## src/rtl/mem_ls_pkg.sv

```systemverilog
// Shared definitions for the load/store memory access sequencer:
// operation encodings, FSM state encoding and alignment helpers.
package mem_ls_pkg;

  typedef enum logic [2:0] {
    OP_LB  = 3'd0,
    OP_LBU = 3'd1,
    OP_LH  = 3'd2,
    OP_LHU = 3'd3,
    OP_LW  = 3'd4,
    OP_SB  = 3'd5,
    OP_SH  = 3'd6,
    OP_SW  = 3'd7
  } op_e;

  typedef enum logic [2:0] {
    ST_IDLE  = 3'd0,
    ST_READ  = 3'd1,
    ST_WAIT  = 3'd2,
    ST_WRITE = 3'd3,
    ST_DONE  = 3'd4
  } state_e;

  localparam int unsigned DATA_W = 32;
  localparam int unsigned CNT_W  = 3;

  // Halfword accesses need an even address, word accesses a multiple of four.
  function automatic logic is_misaligned(op_e op, logic [1:0] off);
    case (op)
      OP_LH, OP_LHU, OP_SH: return off[0];
      OP_LW, OP_SW:         return off != 2'b00;
      default:              return 1'b0;
    endcase
  endfunction

  function automatic logic is_store(op_e op);
    return op inside {OP_SB, OP_SH, OP_SW};
  endfunction

endpackage

```

## src/rtl/ls_lane_unit.sv

```systemverilog
// Little-endian byte/half lane handling: extracts and extends the addressed
// lane of a read word for loads, and merges store data into a read word.
module ls_lane_unit
  import mem_ls_pkg::*;
(
  input  op_e         op_i,
  input  logic [1:0]  byte_off_i,
  input  logic [31:0] rd_word_i,
  input  logic [31:0] wdata_i,
  output logic [31:0] load_val_o,
  output logic [31:0] store_word_o
);

  logic [4:0]  byte_sh;
  logic [4:0]  half_sh;
  logic [7:0]  lane_b;
  logic [15:0] lane_h;

  assign byte_sh = {byte_off_i, 3'b000};
  assign half_sh = {byte_off_i[1], 4'b0000};
  assign lane_b  = 8'(rd_word_i >> byte_sh);
  assign lane_h  = 16'(rd_word_i >> half_sh);

  // Select the load result and the merged store word for the current op.
  always_comb begin
    // NOTE: every output gets a default before the case so no path can
    // leave it unassigned and infer a latch.
    load_val_o   = rd_word_i;
    store_word_o = rd_word_i;
    case (op_i)
      OP_LB:  load_val_o = {{24{lane_b[7]}}, lane_b};
      OP_LBU: load_val_o = {24'd0, lane_b};
      OP_LH:  load_val_o = {{16{lane_h[15]}}, lane_h};
      OP_LHU: load_val_o = {16'd0, lane_h};
      OP_LW:  load_val_o = rd_word_i;
      OP_SB:  store_word_o = (rd_word_i & ~(32'h0000_00FF << byte_sh))
                           | ({24'd0, wdata_i[7:0]} << byte_sh);
      OP_SH:  store_word_o = (rd_word_i & ~(32'h0000_FFFF << half_sh))
                           | ({16'd0, wdata_i[15:0]} << half_sh);
      OP_SW:  store_word_o = wdata_i;
      default: ;
    endcase
  end

endmodule

```

## src/rtl/mem_access_seq.sv

```systemverilog
// Memory access sequencer: accepts one byte/half/word load or store at a
// time, performs read-modify-write for sub-word stores, and reports
// completion with a one-cycle done pulse (err flags misaligned requests).
module mem_access_seq
  import mem_ls_pkg::*;
#(
  parameter int MEM_LAT = 1
) (
  input  logic        clock,
  input  logic        reset,
  input  logic        req,
  input  logic [2:0]  op,
  input  logic [31:0] addr,
  input  logic [31:0] wdata,
  output logic        ready,
  output logic        done,
  output logic        err,
  output logic [31:0] rdata,
  output logic [31:0] mem_addr,
  output logic        mem_wr,
  output logic [31:0] mem_wdata,
  input  logic [31:0] mem_rdata
);

  state_e             state_q;
  logic               pend_q;     // request latched, decode on next edge
  op_e                op_q;
  logic [31:0]        addr_q;
  logic [31:0]        wdata_q;
  logic [CNT_W-1:0]   cnt_q;
  logic               ready_q;
  logic               done_q;
  logic               err_q;
  logic [31:0]        rdata_q;
  logic [31:0]        mem_addr_q;
  logic               mem_wr_q;
  logic [31:0]        mem_wdata_q;

  logic [31:0]        load_val_d;
  logic [31:0]        store_word_d;
  logic [31:0]        word_addr_d;

  assign word_addr_d = {addr_q[31:2], 2'b00};

  // Lane logic always works on the live memory word: it is sampled on the
  // last WAIT edge, which is exactly when rdata / mem_wdata get loaded.
  ls_lane_unit u_lane (
    .op_i        (op_q),
    .byte_off_i  (addr_q[1:0]),
    .rd_word_i   (mem_rdata),
    .wdata_i     (wdata_q),
    .load_val_o  (load_val_d),
    .store_word_o(store_word_d)
  );

  // Sequencer FSM with all interface outputs registered.
  always_ff @(posedge clock) begin
    // NOTE: only the control/interface registers are reset; there is no
    // storage array here, so every register has a defined reset value.
    if (reset) begin
      state_q     <= ST_IDLE;
      pend_q      <= 1'b0;
      op_q        <= OP_LB;
      addr_q      <= '0;
      wdata_q     <= '0;
      cnt_q       <= '0;
      ready_q     <= 1'b1;
      done_q      <= 1'b0;
      err_q       <= 1'b0;
      rdata_q     <= '0;
      mem_addr_q  <= '0;
      mem_wr_q    <= 1'b0;
      mem_wdata_q <= '0;
    end else begin
      // NOTE: non-blocking assignments so every register samples the
      // pre-edge state; later lines below override these pulse defaults.
      done_q   <= 1'b0;
      mem_wr_q <= 1'b0;
      case (state_q)
        ST_IDLE: begin
          if (!pend_q) begin
            if (req) begin
              op_q    <= op_e'(op);
              addr_q  <= addr;
              wdata_q <= wdata;
              pend_q  <= 1'b1;
              ready_q <= 1'b0;
            end
          end else begin
            pend_q <= 1'b0;
            if (is_misaligned(op_q, addr_q[1:0])) begin
              state_q <= ST_DONE;
              done_q  <= 1'b1;
              err_q   <= 1'b1;
            end else if (op_q == OP_SW) begin
              state_q     <= ST_WRITE;
              mem_addr_q  <= word_addr_d;
              mem_wr_q    <= 1'b1;
              mem_wdata_q <= store_word_d;
            end else begin
              state_q    <= ST_READ;
              mem_addr_q <= word_addr_d;
            end
          end
        end
        ST_READ: begin
          state_q <= ST_WAIT;
          cnt_q   <= CNT_W'(MEM_LAT - 1);
        end
        ST_WAIT: begin
          if (cnt_q == '0) begin
            if (is_store(op_q)) begin
              state_q     <= ST_WRITE;
              mem_wr_q    <= 1'b1;
              mem_wdata_q <= store_word_d;
            end else begin
              state_q <= ST_DONE;
              done_q  <= 1'b1;
              err_q   <= 1'b0;
              rdata_q <= load_val_d;
            end
          end else begin
            cnt_q <= cnt_q - 1'b1;
          end
        end
        ST_WRITE: begin
          state_q <= ST_DONE;
          done_q  <= 1'b1;
          err_q   <= 1'b0;
        end
        ST_DONE: begin
          state_q <= ST_IDLE;
          ready_q <= 1'b1;
          err_q   <= 1'b0;
        end
        default: begin
          state_q <= ST_IDLE;
          pend_q  <= 1'b0;
          ready_q <= 1'b1;
          err_q   <= 1'b0;
        end
      endcase
    end
  end

  assign ready     = ready_q;
  assign done      = done_q;
  assign err       = err_q;
  assign rdata     = rdata_q;
  assign mem_addr  = mem_addr_q;
  assign mem_wr    = mem_wr_q;
  assign mem_wdata = mem_wdata_q;

endmodule

```

## config.mk

```make
export PLATFORM = sky130hd
export DESIGN_NAME = mem_access_seq
export DESIGN_NICKNAME = d
export VERILOG_FILES = /design/src/rtl/mem_ls_pkg.sv /design/src/rtl/ls_lane_unit.sv /design/src/rtl/mem_access_seq.sv
export SDC_FILE = /design/constraint.sdc
export NUM_CORES = 1
export LEC_CHECK = 0
export BUFFER_PORTS_ARGS = -buffer_cell sky130_fd_sc_hd__buf_2
export CORE_ASPECT_RATIO = 1.5
export CORE_MARGIN = 2
export CORE_UTILIZATION = 50
export DETAILED_ROUTE_END_ITERATION = 6
export PLACE_DENSITY = 0.8
export SLEW_MARGIN = 20
export SYNTH_ARGS = -nofsm -noshare
export SYNTH_HDL_FRONTEND = slang
export SYNTH_SLANG_ARGS = --single-unit
export TNS_END_PERCENT = 10
```

## constraint.sdc

```tcl
create_clock -name clock -period 5.5 [get_ports clock]
set_clock_uncertainty 0.2 [all_clocks]
set_input_delay 0.275 -clock clock [delete_from_list [all_inputs] [get_ports clock]]
set_output_delay 0.275 -clock clock [all_outputs]
set_load 0.02 [all_outputs]
```

==> impl_metrics.json, run 1 <==
{
  "synthesis.area_um2": 7508,
  "final_gp_congestion": 0.9127,
  "post_cts_hold_buffer_count": 84,
  "design.core.area_um2": 14590,
  "worst-path-max-fanout": 36,
  "grt_setup_unrepaired": "no",
  "worst_hold_path.endpoint": "mem_addr[31]",
  "worst_pin_slew_ns": 0.8286,
  "synthDominantAreaCellType": "sky130_fd_sc_hd__dfxtp_1",
  "ys_async_sr_fraction_pct": 0,
  "vdd_ir_drop_max_mv": 0.2291,
  "clk_pin_slew_worst_paths_ns": 0.07,
  "startpoint": "op_q[1]",
  "power_per_cell_area_nw_per_um2": 314.9,
  "report.final.hold_viol_count": 0,
  "clock-root-buffer": "sky130_fd_sc_hd__clkbuf_16",
  "num_antenna_cells": 0,
  "critPathMaxStageDelay_ns": 0.86,
  "hpwlAfterDp_um": 15270,
  "cts_buffer_depth": 2,
  "post_synth_inst_count": 886,
  "synth.distinct_cells": 62,
  "firstDrtPassIters": 7,
  "row_count": 54,
  "synth-edff-count": 0,
  "final.fill_count": 1182,
  "first_iter_violations": 644,
  "syn2layout_area_growth_pct": 32.53,
  "worst_skew_pair.late_latency_ns": 0.43,
  "grt_antenna_before_repair": 0,
  "drc": 0,
  "setup-violations-final": 0,
  "synth_seq_area_share_pct": 45.86,
  "yosys_warnings": 0,
  "worstPathArrival_ns": 3.69,
  "ff2ff_setup_slack_ns": 1.94,
  "clock-sinks": 172,
  "layout.cells.most_common": "sky130_fd_sc_hd__buf_2",
  "cts_post_setup_buffers_inserted": 0,
  "relSlewSlack_pct": 44.62,
  "layout_common_cells": "sky130_fd_sc_hd__buf_2, sky130_fd_sc_hd__nand2_1, sky130_fd_sc_hd__dfxtp_1, sky130_fd_sc_hd__nor2_1, sky130_fd_sc_hd__dlygate4sd3_1",
  "fmax_mhz": 281.2,
  "rr_endpoint": "mem_wdata[25]",
  "cts_tree": "done",
  "placement.io_buffers": 199,
  "fin_crit_sh_pct": 64.66,
  "finalWorstPathRequiredPeriod_ns": 3.556,
  "crit_family": "compound AO/OA/AOI/OAI gates",
  "total_detailed_routing_wirelength_um": 23700,
  "cp_num_buf_inv": 1,
  "numCtsBuffers": 17,
  "die-area_um2": 16030,
  "global_route.usage.total_pct": 28.93,
  "min_path_type": "in -> reg",
  "chipHeight_um": 154.1,
  "grt_pass1_vias": 7261,
  "cp_slowest_cell": "sky130_fd_sc_hd__dfxtp_1",
  "final_layout_size_suffix_gt1_share_pct": 24.32,
  "post_synth_main_area_contributors": "sky130_fd_sc_hd__dfxtp_1, sky130_fd_sc_hd__nand2_1, sky130_fd_sc_hd__mux2i_1",
  "layoutNonFillerInstCount": 1331,
  "synthesis.area_per_instance_um2": 8.475,
  "ff2ff_path_depth": 6,
  "grt_start_max_net_pins": 108,
  "synth-seq-cells": 172,
  "r2r_start": "op_q[1]",
  "critPathKind": "reg -> reg",
  "critical_path.cell_chain": "and3_1, nand4b_1, a21boi_4, buf_4, nor2_1, a311oi_1",
  "instance_count_along_the_most_critical_hold_path": 2,
  "num_io_pins": 202,
  "hold_path_startpoint": "reset",
  "design.final.nets": 1226,
  "globalRouteOverflowTotal": 0,
  "worst_slack_ns": 1.944,
  "via_density": 5.764,
  "post-synth-top-area-fraction_pct": 45.86,
  "combined_area_of_the_multi_input_logic_cells_um2": 3695,
  "grt_first_pass_wirelength_um": 37250,
  "post_place_setup_slack_ns": 2.041,
  "p_leak_uw": 0.004273,
  "initial_utilization_pct": 51.45,
  "wl_per_cell_um": 17.81,
  "drt.antenna.violating_nets": 0,
  "start_kind": "flop",
  "htree_levels": 4,
  "die_w_um": 104.1,
  "run_status": "finished clean",
  "dpl.cell_count": 1214,
  "vias": 7672,
  "total_neg_setup_slack_ns": 0,
  "post_cts_resize_count": 0,
  "worstPathRequired_ns": 5.64,
  "postSynth.topFlopCell": "sky130_fd_sc_hd__dfxtp_1",
  "final-max-slew-violation-count": 0,
  "register_area_um2": 3445,
  "timing.max_cap.violations": 0,
  "sort_of_element_at_the_end_of_the_critical_path": "flop"
}
[per-layer routing]
metal / wire (um) / vias up / global-route usage, %
met4: 1546 / 0 / 19.31
li1: - / 3610 / -
met5: 0 / - / 0
met3: 2017 / 105 / 5.765
met1: 8467 / 3509 / 31.88
met2: 11670 / 448 / 50.19
[final cells by class]
class | instances | area share, %
clock buffers | 18 | 4.413
clock inverters | 14 | 1.597
inverters | 11 | 0.4149
multi-input cells | 628 | 37.13
flip-flops and latches | 172 | 34.62
well taps | 196 | 2.464
repair buffers | 292 | 19.36
[state kept, by name, indices dropped and copies added, names as in the netlist, 3 cells and up]
| signal | count |
|---|---|
| cnt_q | 3 |
| addr_q | 32 |
| op_q | 3 |
| state_q | 3 |
| mem_addr | 30 |
| mem_wdata | 32 |
| rdata | 32 |
| wdata_q | 32 |
[cells by family (layout without fill, tap and decap cells)]
family / after synthesis / in the layout / synth area share, %
and+or+nand+nor: 342 / 342 / 18.96
AOI/OAI and AO/OA: 218 / 218 / 20.55
DFF: 172 / 172 / 45.86
buffers and inverters: 87 / 335 / 5.532
muxes: 63 / 63 / 8.599
adders and majority gates: 2 / 2 / 0.3332
other: 1 / 2 / 0.04994
xor gates and xnor gates: 1 / 1 / 0.1167
[cell usage after synthesis, drive strengths merged, types with 3 or more instances]
| master | count |
|---|---|
| nor2 | 114 |
| o21ai | 18 |
| nand3 | 11 |
| mux2 | 12 |
| nor2b | 5 |
| a21oi | 80 |
| nor4 | 3 |
| nand2 | 178 |
| mux2i | 51 |
| dfxtp | 172 |
| clkbuf | 38 |
| buf | 38 |
| and2 | 4 |
| a22o | 7 |
| inv | 11 |
| a311oi | 13 |
| a31oi | 3 |
| a2111oi | 4 |
| a221oi | 9 |
| a211oi | 40 |
| a22oi | 7 |
| a222oi | 19 |
| nor3 | 14 |
[power by group]
group,internal (uW),leakage [uW],switching [uW]
Combinational,207,0.00258,304
Clock,692,0.000294,536
Sequential,1320,0.00140,73.8
Total,2220,0.00427,915
[worst max path at each step]
stage / cells past startpoint / slack (ns) / end
floorplan: 9 / 3.52 / rdata[30]
global placement: 6 / 2.17 / mem_wdata[19]
detailed placement: 6 / 2.04 / mem_wdata[17]
CTS: 6 / 2.03 / mem_wdata[17]
global route: 6 / 1.69 / mem_wdata[25]
finish: 6 / 1.94 / mem_wdata[25]
[per-stage QoR]
stage / util (%) / instance area (um2) / hold slack (ns) / total power, uW
global route: 68.18 / 9951 / 0.04259 / 3255
global placement: 58.10 / 8479 / 0.2408 / 1859
CTS: 67.96 / 9918 / 0.04147 / 3127
finish: 68.18 / 9951 / 0.02781 / 3134
detailed placement: 58.10 / 8479 / 0.2456 / 1867
floorplan: - / 7512 / 0.2110 / 1720
Power figures use the tool's default switching activity.
==> run 2: changes to the inputs <==
- ABC_AREA: default -> 1
- PLACE_DENSITY: 0.8 -> 0.78
- clock period: 5.5 -> 3.7 ns (I/O delays scaled with it)
==> impl_metrics.json, run 2 <==
{
  "synthMostInstantiatedCell": "sky130_fd_sc_hd__nor2_1",
  "hold_path_startpoint": "mem_rdata[31]",
  "final-max-slew-violation-count": 0,
  "cp_slowest_cell": "sky130_fd_sc_hd__inv_2",
  "synth-seq-cells": 172,
  "final.fill_count": 1451,
  "die-area_um2": 18050,
  "synth_commonest_cells": "sky130_fd_sc_hd__nor2_1, sky130_fd_sc_hd__nand2_1, sky130_fd_sc_hd__o21ai_0",
  "worst_skew_pair.late_latency_ns": 0.45,
  "min_path_type": "in -> reg",
  "cp_num_buf_inv": 4,
  "grt.busiest_layer": "met2",
  "muxShareOfSynthArea_pct": 0,
  "final_layout_size_suffix_gt1_share_pct": 16.78,
  "hpwlAfterDp_um": 19180,
  "grt_pass1_vias": 9015,
  "globalRouteOverflowTotal": 0,
  "ff2ff_path_depth": 8,
  "layout.cells.most_common": "sky130_fd_sc_hd__nor2_1",
  "fin_crit_sh_pct": 68.95,
  "synth_seq_area_share_pct": 40.58,
  "fmax_mhz": 392.0,
  "power_per_cell_area_nw_per_um2": 569.3,
  "report.final.hold_viol_count": 0,
  "violations": "DRC",
  "vias": 9789,
  "register_area_um2": 3445,
  "worst_slack_ns": 1.149,
  "postSynth.topFlopCell": "sky130_fd_sc_hd__dfxtp_1",
  "critPathMaxStageDelay_ns": 0.51,
  "worst_pin_slew_ns": 0.7535,
  "synth-compound-area-share_pct": 16.37,
  "syn2layout_area_growth_pct": 30.38,
  "firstDrtPassIters": 7,
  "yosys_warnings": 0,
  "worst_hold_margin_ns": 0.02296,
  "report.power.total_uw": 6298,
  "clk_pin_slew_worst_paths_ns": 0.07,
  "row_count": 58,
  "run_status": "complete, but fails checks",
  "global_route_met3_usage_pct": 6.864,
  "combined_area_of_the_multi_input_logic_cells_um2": 4209,
  "r2r_start": "state_q[1]",
  "cts_tree": "done",
  "timing.max_cap.violations": 0,
  "die_w_um": 110.4,
  "ys_async_sr_fraction_pct": 0,
  "worst-path-max-fanout": 43,
  "post_layout_util_pct": 66.27,
  "yosys.area_share.adder_pct": 0.2949,
  "cts_buffer_depth": 2,
  "design.core.area_um2": 16690,
  "synth.distinct_cells": 34,
  "drc": 2,
  "clock-root-buffer": "sky130_fd_sc_hd__clkbuf_16",
  "synth_top_family_by_area": "simple AND/OR/NAND/NOR gates",
  "via_density": 5.432,
  "relSlewSlack_pct": 49.70,
  "synth-edff-count": 0,
  "total_neg_setup_slack_ns": 0,
  "layout_common_cells": "sky130_fd_sc_hd__nor2_1, sky130_fd_sc_hd__nand2_1, sky130_fd_sc_hd__buf_2, sky130_fd_sc_hd__o21ai_0, sky130_fd_sc_hd__dfxtp_1",
  "post-synth-top-area-fraction_pct": 40.58,
  "synthesis.area_per_instance_um2": 6.389,
  "grt_setup_unrepaired": "no",
  "post_synth_inst_count": 1328,
  "chipHeight_um": 163.5,
  "instance_count_along_the_most_critical_hold_path": 5,
  "critPathKind": "reg -> reg",
  "worstPathArrival_ns": 2.72,
  "clock-sinks": 172,
  "critical_path.cell_chain": "inv_1, nand3_1, nor2_4, buf_4, inv_2, buf_4, nor2_1, nor2_1",
  "final_gp_congestion": 0.9946,
  "worstPathRequired_ns": 3.87,
  "parity_gate_share_of_the_synthesized_area_counting_xor_and_xnor_cells_pct": 0,
  "post_place_setup_slack_ns": 1.233,
  "first_iter_violations": 1070,
  "worst_hold_path.endpoint": "mem_wdata[31]",
  "grt_use_met2_pct": 51.92,
  "p_leak_uw": 0.005562,
  "rr_endpoint": "wdata_q[17]",
  "numCtsBuffers": 17,
  "initial_utilization_pct": 50.83,
  "global_route.usage.total_pct": 32.51,
  "synthesis.area_um2": 8484,
  "placement.io_buffers": 199,
  "htree_levels": 4,
  "crit_family": "buffers and inverters",
  "finalWorstPathRequiredPeriod_ns": 2.551,
  "num_io_pins": 202,
  "global_route.usage.met1_pct": 37.52,
  "grt_first_pass_wirelength_um": 45280,
  "drt.antenna.violating_nets": 0,
  "synth-simple-area-share_pct": 32.86,
  "sort_of_element_at_the_end_of_the_critical_path": "flop",
  "synthDominantAreaCellType": "sky130_fd_sc_hd__dfxtp_1",
  "start_kind": "flop",
  "vdd_ir_drop_max_mv": 0.3586,
  "setup-violations-final": 0,
  "grt_start_max_net_pins": 106,
  "total_detailed_routing_wirelength_um": 29360,
  "design.final.nets": 1682,
  "post_synth_main_area_contributors": "sky130_fd_sc_hd__dfxtp_1, sky130_fd_sc_hd__nor2_1, sky130_fd_sc_hd__nand2_1",
  "cts_post_setup_buffers_inserted": 0,
  "grt_antenna_before_repair": 1,
  "ff2ff_setup_slack_ns": 1.15,
  "wl_per_cell_um": 16.29
}
==> run 2: cell types whose count changed in the layout (fill, tap and decap cells not counted), moves of 13 or more <==
cell,previous run,this run
sky130_fd_sc_hd__nor2_1,110,323
sky130_fd_sc_hd__o21ai_0,14,189
sky130_fd_sc_hd__mux2i_1,51,0
sky130_fd_sc_hd__a311oi_1,13,0
sky130_fd_sc_hd__a211oi_1,34,0
sky130_fd_sc_hd__dlygate4sd3_1,84,100
sky130_fd_sc_hd__a21oi_1,80,48
sky130_fd_sc_hd__nand2_1,178,275
sky130_fd_sc_hd__a222oi_1,19,0
sky130_fd_sc_hd__nand3_1,11,77
sky130_fd_sc_hd__inv_1,8,107
==> run 2: what timing repair did <==
item | 4_1_cts | 5_1_grt
resized for setup | 0 | 0
hold endpoints to repair | 113 | 0
hold buffers | 100 | 0
==> run 2: routing by layer <==
metal  part of all wire [%]  wire [um]  vias to the layer above
met3                    7.7       2247                      154
met4                    8.2       2408                        0
met2                     46      13650                      548
met5                      0          0                        -
met1                     38      11060                     4392
li1                       -          -                     4695
==> run 2: cells by family (layout without fill, tap and decap cells) <==
group / Yosys count / count (layout)
buffers and inverters: 193 / 455
adder cells (fa/ha/maj): 2 / 2
other: 1 / 3
AND/OR/NAND/NOR: 695 / 695
AO/OA/AOI/OAI: 265 / 265
flip-flops: 172 / 172
==> run 2: worst max path at each step <==
stage               slack, ns  startpoint  cells after the start          end
global route             0.96  state_q[2]                      8  wdata_q[17]
global placement         1.31  state_q[2]                      8   addr_q[17]
CTS                      1.18  state_q[2]                      8    addr_q[1]
finish                   1.15  state_q[1]                      8  wdata_q[17]
detailed placement       1.23  state_q[2]                      8   addr_q[19]
floorplan                2.03    cnt_q[0]                      9    rdata[24]
==> run 2: worst reg2reg max path: stages (launching register included) <==
cell and delay [ns]:
sky130_fd_sc_hd__dfxtp_1 0.44, sky130_fd_sc_hd__inv_1 0.11, sky130_fd_sc_hd__nand3_1 0.16, sky130_fd_sc_hd__nor2_4 0.04
sky130_fd_sc_hd__buf_4 0.24, sky130_fd_sc_hd__inv_2 0.54, sky130_fd_sc_hd__buf_4 0.49, sky130_fd_sc_hd__nor2_1 0.11
sky130_fd_sc_hd__nor2_1 0.16
==> run 2: stage by stage <==
stage          instances  instance area, um2
3_5_place_dp        1669                9440
4_1_cts             1801               11060
3_3_place_gp        1669                9440
6_report            1802               11060
2_1_floorplan       1329                8488
5_1_grt             1802               11060
==> run 2: final cells by class <==
cell class | instances | share of cell area, %
multi-input cells | 964 | 38.05
flip-flops and latches | 172 | 31.14
repair buffers | 312 | 19.05
clock buffers | 17 | 3.846
inverters | 111 | 3.778
well taps | 210 | 2.375
clock inverters | 15 | 1.742
diodes | 1 | 0.02262
==> run 2: power breakdown <==
group,internal (uW),switching (uW),leakage [uW]
Sequential,2170,251,0.00141
Combinational,635,1340,0.00385
Clock,1030,864,0.000307
